--- config.mk ---
export PLATFORM = sky130hd
export DESIGN_NAME = db_status_capture16
export DESIGN_NICKNAME = d
export VERILOG_FILES = /design/src/rtl/db_status_capture16_pkg.sv /design/src/rtl/db_sync_edge.sv /design/src/rtl/db_status_capture16.sv
export SDC_FILE = /design/constraint.sdc
export NUM_CORES = 1
export LEC_CHECK = 0
export BUFFER_PORTS_ARGS = -buffer_cell sky130_fd_sc_hd__buf_2
export CAP_MARGIN = 15
export CORE_MARGIN = 2
export CORE_UTILIZATION = 35
export DETAILED_ROUTE_END_ITERATION = 10
export GPL_TIMING_DRIVEN = 0
export SLEW_MARGIN = 0
export SYNTH_ARGS = -nofsm -noshare
export SYNTH_HDL_FRONTEND = slang
export SYNTH_SLANG_ARGS = --single-unit
--- constraint.sdc ---
create_clock -name clk_i -period 7.26 [get_ports clk_i]
set_input_delay 1.089 -clock clk_i [delete_from_list [all_inputs] [get_ports clk_i]]
set_output_delay 1.089 -clock clk_i [all_outputs]
set_load 0.005 [all_outputs]
--- src/rtl/db_status_capture16_pkg.sv ---
// Shared constants for the daughterboard status-capture slice: register indices,
// line width and the ATR state encodings common with the control-line driver.
package db_status_capture16_pkg;

    localparam int unsigned DBSC_WIDTH = 32;

    localparam logic [3:0] DBSC_REG_PINS    = 4'd0;
    localparam logic [3:0] DBSC_REG_RISE_EN = 4'd1;
    localparam logic [3:0] DBSC_REG_FALL_EN = 4'd2;
    localparam logic [3:0] DBSC_REG_EVENTS  = 4'd3;
    localparam logic [3:0] DBSC_REG_SNAP    = 4'd4;

    typedef enum logic [1:0] {
        ATR_IDLE        = 2'd0,
        ATR_TX          = 2'd1,
        ATR_RX          = 2'd2,
        ATR_FULL_DUPLEX = 2'd3
    } atr_state_t;

    // Expands the two Wishbone byte selects into a 32-bit mask for the addressed half.
    function automatic logic [DBSC_WIDTH-1:0] dbsc_byte_mask(input logic hi, input logic [1:0] sel);
        logic [15:0] half;
        half = {{8{sel[1]}}, {8{sel[0]}}};
        return hi ? {half, 16'h0000} : {16'h0000, half};
    endfunction

endpackage

--- src/rtl/db_sync_edge.sv ---
// Per-bit input conditioner: synchronizer chain, optional debounce counter
// (compiled in with DB_STATUS_CAPTURE_DEBOUNCE_EN) and rise/fall detection.
module db_sync_edge #(
    parameter int unsigned SYNC_STAGES     = 2,
    parameter int unsigned DEBOUNCE_CYCLES = 8
) (
    input  logic clk_i,
    input  logic rst_n_i,
    input  logic d_i,
    output logic pin_o,
    output logic rise_o,
    output logic fall_o
);

    logic [SYNC_STAGES-1:0] sync_q;
    logic                   sync_out;
    logic                   pin;
    logic                   prev_q;

    assign sync_out = sync_q[SYNC_STAGES-1];

    always_ff @(posedge clk_i or negedge rst_n_i) begin
        if (!rst_n_i) begin
            sync_q <= '0;
            prev_q <= 1'b0;
        end else begin
            sync_q <= {sync_q[SYNC_STAGES-2:0], d_i};
            prev_q <= pin;
        end
    end

`ifdef DB_STATUS_CAPTURE_DEBOUNCE_EN
    logic [7:0] cnt_q, cnt_d;
    logic       pin_q, pin_d;

    // Counter counts consecutive cycles of disagreement; any agreement restarts it.
    always_comb begin
        cnt_d = '0;
        pin_d = pin_q;
        if (sync_out != pin_q) begin
            if (cnt_q == 8'(DEBOUNCE_CYCLES - 1)) begin
                pin_d = sync_out;
            end else begin
                cnt_d = cnt_q + 8'd1;
            end
        end
    end

    always_ff @(posedge clk_i or negedge rst_n_i) begin
        if (!rst_n_i) begin
            cnt_q <= '0;
            pin_q <= 1'b0;
        end else begin
            cnt_q <= cnt_d;
            pin_q <= pin_d;
        end
    end

    assign pin = pin_q;
`else
    localparam int unsigned unused_debounce = DEBOUNCE_CYCLES;
    assign pin = sync_out;
`endif

    assign pin_o  = pin;
    assign rise_o = pin & ~prev_q;
    assign fall_o = ~pin & prev_q;

endmodule

--- src/rtl/db_status_capture16.sv ---
// Daughterboard status capture: 32 synchronized lines, masked sticky edge events,
// snapshot and level interrupt behind a 16-bit Wishbone slave. Optional debounce: DB_STATUS_CAPTURE_DEBOUNCE_EN.
module db_status_capture16 #(
    parameter int unsigned SYNC_STAGES     = 2,
    parameter int unsigned DEBOUNCE_CYCLES = 8
) (
    input  logic        clk_i,
    input  logic        rst_n_i,
    input  logic [5:0]  adr_i,
    input  logic [1:0]  sel_i,
    input  logic [15:0] dat_i,
    output logic [15:0] dat_o,
    input  logic        we_i,
    input  logic        stb_i,
    input  logic        cyc_i,
    output logic        ack_o,
    input  logic [31:0] db_in,
    output logic        int_o
);
    import db_status_capture16_pkg::*;

    logic [DBSC_WIDTH-1:0] pins, rise, fall;

    for (genvar i = 0; i < DBSC_WIDTH; i++) begin : g_bit
        db_sync_edge #(
            .SYNC_STAGES    (SYNC_STAGES),
            .DEBOUNCE_CYCLES(DEBOUNCE_CYCLES)
        ) u_sync_edge (
            .clk_i  (clk_i),
            .rst_n_i(rst_n_i),
            .d_i    (db_in[i]),
            .pin_o  (pins[i]),
            .rise_o (rise[i]),
            .fall_o (fall[i])
        );
    end

    logic                  ack_q;
    logic [15:0]           dat_q, dat_d;
    logic [DBSC_WIDTH-1:0] rise_en_q, rise_en_d;
    logic [DBSC_WIDTH-1:0] fall_en_q, fall_en_d;
    logic [DBSC_WIDTH-1:0] events_q, events_d;
    logic [DBSC_WIDTH-1:0] snap_q, snap_d;
    logic                  snap_valid_q, snap_valid_d;
    logic                  int_q;

    logic                  access, wr;
    logic [3:0]            idx;
    logic [DBSC_WIDTH-1:0] bmask, wdata, clr, rdata32;
    logic                  unused_adr;

    assign unused_adr = adr_i[0];
    assign idx        = adr_i[5:2];
    assign access     = stb_i & cyc_i & ~ack_q;
    assign wr         = access & we_i;
    assign bmask      = dbsc_byte_mask(adr_i[1], sel_i);
    assign wdata      = {dat_i, dat_i};

    always_comb begin
        rdata32 = '0;
        case (idx)
            DBSC_REG_PINS:    rdata32 = pins;
            DBSC_REG_RISE_EN: rdata32 = rise_en_q;
            DBSC_REG_FALL_EN: rdata32 = fall_en_q;
            DBSC_REG_EVENTS:  rdata32 = events_q;
            DBSC_REG_SNAP:    rdata32 = snap_q;
            default:          rdata32 = '0;
        endcase
    end

    always_comb begin
        rise_en_d = rise_en_q;
        fall_en_d = fall_en_q;
        clr       = '0;
        if (wr && idx == DBSC_REG_RISE_EN) rise_en_d = (rise_en_q & ~bmask) | (wdata & bmask);
        if (wr && idx == DBSC_REG_FALL_EN) fall_en_d = (fall_en_q & ~bmask) | (wdata & bmask);
        if (wr && idx == DBSC_REG_EVENTS)  clr = wdata & bmask;

        // Sets are OR-ed after the clear so a coincident edge survives the W1C.
        events_d = (events_q & ~clr) | (rise & rise_en_q) | (fall & fall_en_q);

        // snap_valid_q mirrors "EVENTS nonzero"; the snapshot loads on the zero-to-nonzero step.
        snap_d       = snap_q;
        snap_valid_d = |events_d;
        if (!snap_valid_q && (|events_d)) snap_d = pins;

        dat_d = '0;
        if (access) dat_d = adr_i[1] ? rdata32[31:16] : rdata32[15:0];
    end

    always_ff @(posedge clk_i or negedge rst_n_i) begin
        if (!rst_n_i) begin
            ack_q        <= 1'b0;
            dat_q        <= '0;
            rise_en_q    <= '0;
            fall_en_q    <= '0;
            events_q     <= '0;
            snap_q       <= '0;
            snap_valid_q <= 1'b0;
            int_q        <= 1'b0;
        end else begin
            ack_q        <= access;
            dat_q        <= dat_d;
            rise_en_q    <= rise_en_d;
            fall_en_q    <= fall_en_d;
            events_q     <= events_d;
            snap_q       <= snap_d;
            snap_valid_q <= snap_valid_d;
            int_q        <= |events_d;
        end
    end

    assign ack_o = ack_q;
    assign dat_o = dat_q;
    assign int_o = int_q;

endmodule

# Word level (Yosys, flattened, before mapping)
# Index checks and enable logic that the tools add are counted.
[totals]
reg_bits = 242
[classes]
mux = 5
n_reduce_logical = 7
eq_ne = 4
bitwise_logic = 144
[op_table]
columns = ["operator", "count"]
rows = [
  ["$and A32 B32 Y32", 6],
  ["$pmux W32 S5", 1],
  ["$or A32 B32 Y32", 4],
  ["$and A1 B1 Y1", 67],
  ["$not A1 Y1", 65],
  ["$mux W32", 2],
  ["$not A32 Y32", 2],
  ["$mux W16", 2],
  ["$reduce_or A32 Y1", 1],
  ["$eq A4 B2 Y1 const B", 2],
  ["$eq A4 B1 Y1 const B", 1],
  ["$eq A4 B3 Y1 const B", 1],
  ["$logic_and A1 B1 Y1", 4],
  ["$logic_not A4 Y1", 1],
  ["$logic_not A1 Y1", 1],
]

# Longest topological paths before layout
# Gate-level depths: netlist of the first run.
[logic_depth]
word_depth = 11
mapped_depth = 9
ltp_nobuf = 6

# Cells and area by module
# A second synthesis of the first run with hierarchy kept.
[hier_totals]
hier_cells = 735
hier_area_um2 = 9626.7
[modules_own_cells]
columns = ["mod", "cells_each", "seq_area_each_um2", "instances", "area_each_um2"]
rows = [
  ["db_status_capture16", 575, 3653.5, 1, 6744.0],
  ["db_sync_edge", 5, 75.1, 32, 90.1],
]

# Least setup slack after synthesis of the first run
# No wires, ideal clock.
[synth_path]
kind = "input to register"
start = "in adr_i[4]"
end = "reg snap_q[0]"
setup_ps = 125
arrival_time_ps = 3116
stages = 9
slack_ps = 4019
n_path_buf = 3
t_required_ps = 7135
cell_sequence = "nand4bb_1 clkbuf_1 buf_2 o41a_1 nor4_1 and4_1 a41oi_2 buf_6 mux2_4"
[synth_via]
elab_chain_len = 9
[synth_lines]
columns = ["item", "line_no", "source"]
rows = [
  ["start, declared", "db_status_capture16.sv:9", "input logic [5:0] adr_i,"],
  ["$eq A4 B2 Y1", "db_status_capture16.sv:77", "if (wr && idx == DBSC_REG_EVENTS) clr = wdata & bmask;"],
  ["$logic_and A1 B1 Y1", "db_status_capture16.sv:77", ""],
  ["$mux W32", "db_status_capture16.sv:77", ""],
  ["$not A32 Y32", "db_status_capture16.sv:80", "events_d = (events_q & ~clr) | (rise & rise_en_q) | (fall & fall_en_q);"],
  ["$and A32 B32 Y32", "db_status_capture16.sv:80", ""],
  ["$or A32 B32 Y32 (2 in a row)", "db_status_capture16.sv:80", ""],
  ["$reduce_or A32 Y1", "db_status_capture16.sv:85", "if (!snap_valid_q && (|events_d)) snap_d = pins;"],
  ["$logic_and A1 B1 Y1", "db_status_capture16.sv:85", ""],
  ["end signal, assigned", "db_status_capture16.sv:107", "snap_q <= snap_d;"],
  ["end, declared", "db_status_capture16.sv:43", "logic [DBSC_WIDTH-1:0] snap_q, snap_d;"],
]
# No other way between the ends.
# A chain may end at the register's enable or synchronous reset.

# Final worst setup path of the first run
[layout_path]
start = "in we_i"
end = "reg snap_q[13]"
[layout_via]
elab_chain_len = 9
[layout_lines]
columns = ["item", "line_no", "source"]
rows = [
  ["start, declared", "db_status_capture16.sv:13", "input logic we_i,"],
  ["$and A1 B1 Y1", "db_status_capture16.sv:55", "assign wr = access & we_i;"],
  ["$logic_and A1 B1 Y1", "db_status_capture16.sv:77", ""],
  ["$mux W32", "db_status_capture16.sv:77", ""],
  ["$not A32 Y32", "db_status_capture16.sv:80", ""],
  ["$and A32 B32 Y32", "db_status_capture16.sv:80", ""],
  ["$or A32 B32 Y32 (2 in a row)", "db_status_capture16.sv:80", ""],
  ["$reduce_or A32 Y1", "db_status_capture16.sv:85", ""],
  ["$logic_and A1 B1 Y1", "db_status_capture16.sv:85", ""],
]
# No other way between the ends.

==> flow_summary.json, run 1 <==
{
  "vias": 6569,
  "place_congestion": 0.807,
  "overflow": 0,
  "antenna_found_initial": 0,
  "drive_above_1_share_pct": 29.5,
  "fillCellCount": 2537,
  "slowest_delay_ps": 490,
  "end_kind": "flip-flop",
  "syn_nets": 795,
  "min_to": "g_bit[26].u_sync_edge.sync_q[1]",
  "globalRouteTotalUtil_pct": 18.6,
  "worstPathCellList": "buf_2 -> nand4b_1 -> clkbuf_1 -> o41a_1 -> nor4_1 -> and4_1 -> a41oi_2 -> buf_6 -> mux2_4",
  "met2_length_um": 11800,
  "maxCapViolCount": 0,
  "start_util_pct": 35.8,
  "slew_headroom_pct": 17.9,
  "drt_iter0_markers": 526,
  "drt_pass1_iterations": 5,
  "fp.dieW_um": 171,
  "cp_top_family": "simple AND/OR/NAND/NOR gates",
  "min_path_cells": 0,
  "hold_path_class": "reg -> reg",
  "vias_per_cell": 5.34,
  "grt_pass1_wl_um": 40700,
  "syn_area_mm2": 0.00971,
  "ys_warn_count": 0,
  "grt_max_degree": 116,
  "num-nets-final": 905,
  "critPathLaunchType": "input port",
  "cts_hold_buffers": 0,
  "path_class": "in -> reg",
  "crit_path_top_delay_cell": "o41a_1",
  "ant_nets": 0,
  "rsz0062_at_grt": "false",
  "worst_pin_slew_ps": 1230,
  "r2r-end": "snap_q[13]",
  "io_pins": 79,
  "die_h_um": 171,
  "dr.max_layer_used": "met4",
  "clock-root-buffer": "clkbuf_16",
  "ys_seq_elements": 242,
  "fin_crit_sh_pct": 52.3,
  "routedWlPerCell_um": 21.6,
  "tritoncts": "yes",
  "worstPathRequired_ps": 7670,
  "hold_violations": 0,
  "rows": 60,
  "wl_met3_um": 1890,
  "die_area_mm2": 0.0291,
  "insertion_delay_ps": 530,
  "status": "finished clean",
  "setup_viol": 0,
  "rr_startpoint": "ack_o",
  "cp_max_fo": 10,
  "clk_pin_slew_ps": 60,
  "setup_tns_ps": 0,
  "routed_wl_um": 26600,
  "hold_start": "g_bit[26].u_sync_edge.sync_q[0]",
  "power.leakage_uw": 0.00506,
  "clk_path_buf_depth": 3,
  "antenna_cells": 0,
  "reg2reg_slack_ps": 3780,
  "clock_sinks": 242,
  "avgSynthCellArea_um2": 13.2,
  "wl_met1_um": 12300,
  "synth_cell_types": 30,
  "arrival_ps": 4210,
  "power.density_mw_per_mm2": 303,
  "drc_errors": 0,
  "vdd_drop_max_v": 0.000183,
  "syn2layout_area_growth_pct": 18.5,
  "postCtsSetupRepairBufs": 0,
  "ys_seq_area_share_pct": 62.4,
  "slew_viol_final": 0,
  "port_buffers": 76,
  "reg2reg_depth": 8,
  "fin_skew_ps": 11.6,
  "cts_max_level": 1,
  "grt_pass1_vias": 6632,
  "core_mm2": 0.0271,
  "synthesis.instances": 734,
  "cts_made_buffers": 28,
  "dp_hpwl_um": 17300,
  "fmax_mhz": 263,
  "crit_buf_inv": 3,
  "utilization_pct": 42.4,
  "period_needed_ps": 3800,
  "cts_resized": 0
}
## how the worst max path moves through the flow
| stage | endpoint | cells past startpoint | startpoint |
|---|---|---|---|
| floorplan | snap_q[0] | 9 | adr_i[4] |
| global placement | g_bit[13].u_sync_edge.sync_q[0] | 1 | rst_n_i |
| detailed placement | snap_q[12] | 9 | we_i |
| CTS | snap_q[12] | 9 | we_i |
| global route | snap_q[4] | 9 | we_i |
| finish | snap_q[13] | 9 | we_i |
## cell usage after synthesis
library cell / instances / area, um^2
clkbuf_1: 26 / 97.6
or2_2: 32 / 200
a22oi_1: 37 / 278
buf_2: 3 / 15.0
nand4bb_1: 1 / 11.3
buf_1: 1 / 3.75
a221oi_1: 27 / 236
o21ai_1: 1 / 5.00
mux2_4: 30 / 450
o41a_1: 32 / 360
and4_1: 4 / 35.0
inv_1: 16 / 60.1
nand2b_1: 2 / 12.5
a21oi_1: 16 / 80.1
nand2_1: 63 / 236
a41oi_2: 1 / 16.3
nor3_1: 11 / 55.1
mux2_2: 66 / 743
nand4_1: 1 / 6.26
nand3_1: 18 / 90.1
nand4b_1: 1 / 8.76
nand3b_1: 32 / 240
and3_1: 1 / 6.26
buf_6: 3 / 33.8
dfrtp_1: 242 / 6060
nor4_1: 17 / 106
nor2_1: 11 / 41.3
o21ai_0: 32 / 160
a311oi_1: 5 / 43.8
nor4b_1: 2 / 17.5
## metrics by stage
| stage | area [um^2] | hold WS (ps) | instances | setup WS (ps) | total power [uW] |
|---|---|---|---|---|---|
| 2_1_floorplan | 9710 | 331 | 734 | 4020 | 1990 |
| 3_3_place_gp | 10600 | 334 | 1182 | 670 | 2140 |
| 3_5_place_dp | 10600 | 335 | 1184 | 2970 | 2160 |
| 4_1_cts | 11500 | 346 | 1228 | 3520 | 3510 |
| 5_1_grt | 11500 | 351 | 1230 | 3470 | 3630 |
| 6_report | 11500 | 345 | 1230 | 3460 | 3480 |
## cell type report
class	instances	area (um^2)	share of cell area [%]
well taps	372	465	4.05
clock inverters	4	48.8	0.424
plain buffers	33	150	1.31
repair buffers	80	462	4.01
flip-flops and latches	242	6060	52.7
inverters	16	60.1	0.522
multi-input cells	443	3440	29.9
clock buffers	40	817	7.10
## where the power goes
group	switching, uW	leakage, uW	total (uW)	internal (uW)
clock	526	0.000427	1330	805
sequential	133	0.00302	1690	1550
combinational	191	0.00162	462	271
total	850	0.00506	3480	2630
## cell usage in the layout (no fill, tap or decap), types with 16 or more instances in the layout
| master | n |
|---|---|
| a21oi_1 | 16 |
| a221oi_1 | 27 |
| a22oi_1 | 37 |
| buf_2 | 78 |
| clkbuf_1 | 32 |
| clkbuf_16 | 29 |
| dfrtp_1 | 242 |
| inv_1 | 16 |
| mux2_2 | 66 |
| mux2_4 | 30 |
| nand2_1 | 63 |
| nand3_1 | 18 |
| nand3b_1 | 32 |
| nor4_1 | 17 |
| o21ai_0 | 32 |
| o41a_1 | 32 |
| or2_2 | 32 |
## cells by family (layout without fill, tap and decap cells)
logic type	Yosys count	in the layout	synth area share, %
flip-flops	242	242	62.4
AO/OA/AOI/OAI	151	151	12.2
AND/OR/NAND/NOR	196	196	11.0
buffers and inverters	49	173	2.17
multiplexers	96	96	12.3
## worst reg2reg max path, stage by stage (launching register included)
cell and delay (ps):
dfrtp_1 380, nand4b_1 360, clkbuf_1 430, o41a_1 490, nor4_1 400, and4_1 360, a41oi_2 340, buf_6 310
mux2_4 310
## routing by layer
layer / vias up / global-route usage (%)
met1: 3324 / 26.7
met5: - / 0
met4: 0 / 5.87
met3: 47 / 4.07
met2: 237 / 28.3
li1: 2961 / -
(Power assumes the default switching activity.)
==> run 2: changes to the inputs <==
==> constraint.sdc (replaced) <==
create_clock -name clk_i -period 3.7 [get_ports clk_i]
set_input_delay 0.555 -clock clk_i [delete_from_list [all_inputs] [get_ports clk_i]]
set_output_delay 0.555 -clock clk_i [all_outputs]
set_load 0.005 [all_outputs]
==> flow_summary.json, run 2 (synthesized netlist as in run 1, its figures left out) <==
{
  "holdWs_ps": 127,
  "worstPathCellList": "nand4b_1 -> clkbuf_1 -> o41a_1 -> nor4_1 -> and4_1 -> a41oi_2 -> buf_6 -> mux2_4",
  "die_area_mm2": 0.0291,
  "reg2reg_depth": 8,
  "cts_resized": 0,
  "io_pins": 79,
  "rr_startpoint": "ack_o",
  "r2r-end": "snap_q[13]",
  "setup_viol": 0,
  "slew_headroom_pct": 16.4,
  "drive_above_1_share_pct": 29.5,
  "critPathLaunchType": "flip-flop",
  "fin_cells": 1231,
  "fp.dieW_um": 171,
  "slew_viol_final": 0,
  "maxCapViolCount": 0,
  "hold_start": "db_in[8]",
  "final_cell_mix": "dfrtp_1, buf_2, mux2_2, nand2_1, a22oi_1",
  "fin_crit_sh_pct": 94.7,
  "min_to": "g_bit[8].u_sync_edge.sync_q[0]",
  "min_path_cells": 1,
  "drt_iter0_markers": 483,
  "clk_pin_slew_ps": 60,
  "rsz0062_at_grt": "false",
  "routed_wl_um": 26800,
  "fin_skew_ps": 14.9,
  "power.leakage_uw": 0.00507,
  "period_needed_ps": 3500,
  "reg2reg_slack_ps": 200,
  "overflow": 0,
  "postLayoutCellArea_mm2": 0.0115,
  "grt_pass1_wl_um": 40700,
  "die_h_um": 171,
  "status": "finished clean",
  "num-nets-final": 906,
  "hold_violations": 0,
  "insertion_delay_ps": 540,
  "cts_made_buffers": 28,
  "dp.cells": 1184,
  "vias": 6557,
  "ant_nets": 0,
  "antenna_cells": 0,
  "dpl_cell_area_mm2": 0.0106,
  "crit_buf_inv": 2,
  "start_util_pct": 35.8,
  "clock_sinks": 242,
  "port_buffers": 76,
  "vias_per_cell": 5.33,
  "hold_path_class": "in -> reg",
  "worstPathRequired_ps": 4110,
  "syn2layout_area_growth_pct": 18.6,
  "globalRouteTotalUtil_pct": 18.6,
  "clk_path_buf_depth": 3,
  "drc_errors": 0,
  "crit_path_top_delay_cell": "o41a_1",
  "dp_hpwl_um": 17300,
  "vdd_drop_max_v": 0.000360,
  "antenna_found_initial": 0,
  "cp_top_family": "simple AND/OR/NAND/NOR gates",
  "slowest_delay_ps": 490,
  "place_congestion": 0.807,
  "grt_max_degree": 116,
  "setup_slack_ps": 196,
  "worst_pin_slew_ps": 1250,
  "path_class": "reg -> reg",
  "end_kind": "flip-flop",
  "final_common_cell": "dfrtp_1",
  "clock-root-buffer": "clkbuf_16",
  "arrival_ps": 3920,
  "rows": 60,
  "cts_max_level": 1,
  "routedWlPerCell_um": 21.7,
  "pre_cts_ws_ps": -52.0,
  "grt_pass1_vias": 6634,
  "core_mm2": 0.0271,
  "drt_pass1_iterations": 5,
  "power.density_mw_per_mm2": 593,
  "cp_max_fo": 10,
  "fmax_mhz": 285,
  "tritoncts": "yes"
}
==> run 2: changes by cell type in the layout (fill, tap and decap cells not counted), sizes merged <==
cell	change
dlygate4sd3	+1
==> run 2: final cells by class <==
| cell class | count | area [um^2] |
|---|---|---|
| Buffer | 33 | 150 |
| Clock buffer | 40 | 817 |
| Multi-Input combinational cell | 443 | 3440 |
| Fill cell | 2536 | 15600 |
| Sequential cell | 242 | 6060 |
| Inverter | 16 | 60.1 |
| Clock inverter | 4 | 48.8 |
| Timing Repair Buffer | 81 | 472 |
| Tap cell | 372 | 465 |
==> run 2: repair_timing <==
| item | in CTS | in global routing |
|---|---|---|
| endpoints found under the hold margin | 46 | 0 |
| hold buffers | 1 | 0 |
| setup buffers | 0 | 0 |
| setup endpoints to repair | 0 | 0 |
==> run 2: per-stage QoR <==
stage / setup TNS, ps / util, % / total power, uW
2_1_floorplan: 0 / - / 3910
3_3_place_gp: -565390 / 38.9 / 4210
3_5_place_dp: -1210 / 39.2 / 4240
4_1_cts: 0 / 42.4 / 6880
5_1_grt: 0 / 42.5 / 7130
6_report: 0 / 42.5 / 6830
==> run 2: worst max path at each step <==
| stage | startpoint | endpoint | slack (ps) | depth (start not counted) |
|---|---|---|---|---|
| 6_report | ack_o | snap_q[13] | 200 | 8 |
| 5_1_grt | ack_o | snap_q[4] | 210 | 8 |
| 4_1_cts | ack_o | snap_q[12] | 260 | 8 |
| 3_5_place_dp | we_i | snap_q[12] | -50 | 9 |
| 3_3_place_gp | rst_n_i | g_bit[13].u_sync_edge.sync_q[0] | -2360 | 1 |
| 2_1_floorplan | adr_i[4] | snap_q[0] | 990 | 9 |
==> run 2: power by group <==
part	internal [uW]	leakage (uW)	switching, uW
Combinational	532	0.00162	377
Clock	1580	0.000427	1030
Sequential	3050	0.00302	261
==> run 2: per-layer routing <==
metal | vias up | share of wire [%] | track usage [%]
met1 | 3305 | 46 | 26.7
met2 | 239 | 45 | 28.3
met3 | 48 | 6.8 | 4.07
met4 | 0 | 2.5 | 5.87
met5 | - | 0 | 0
li1 | 2965 | - | -
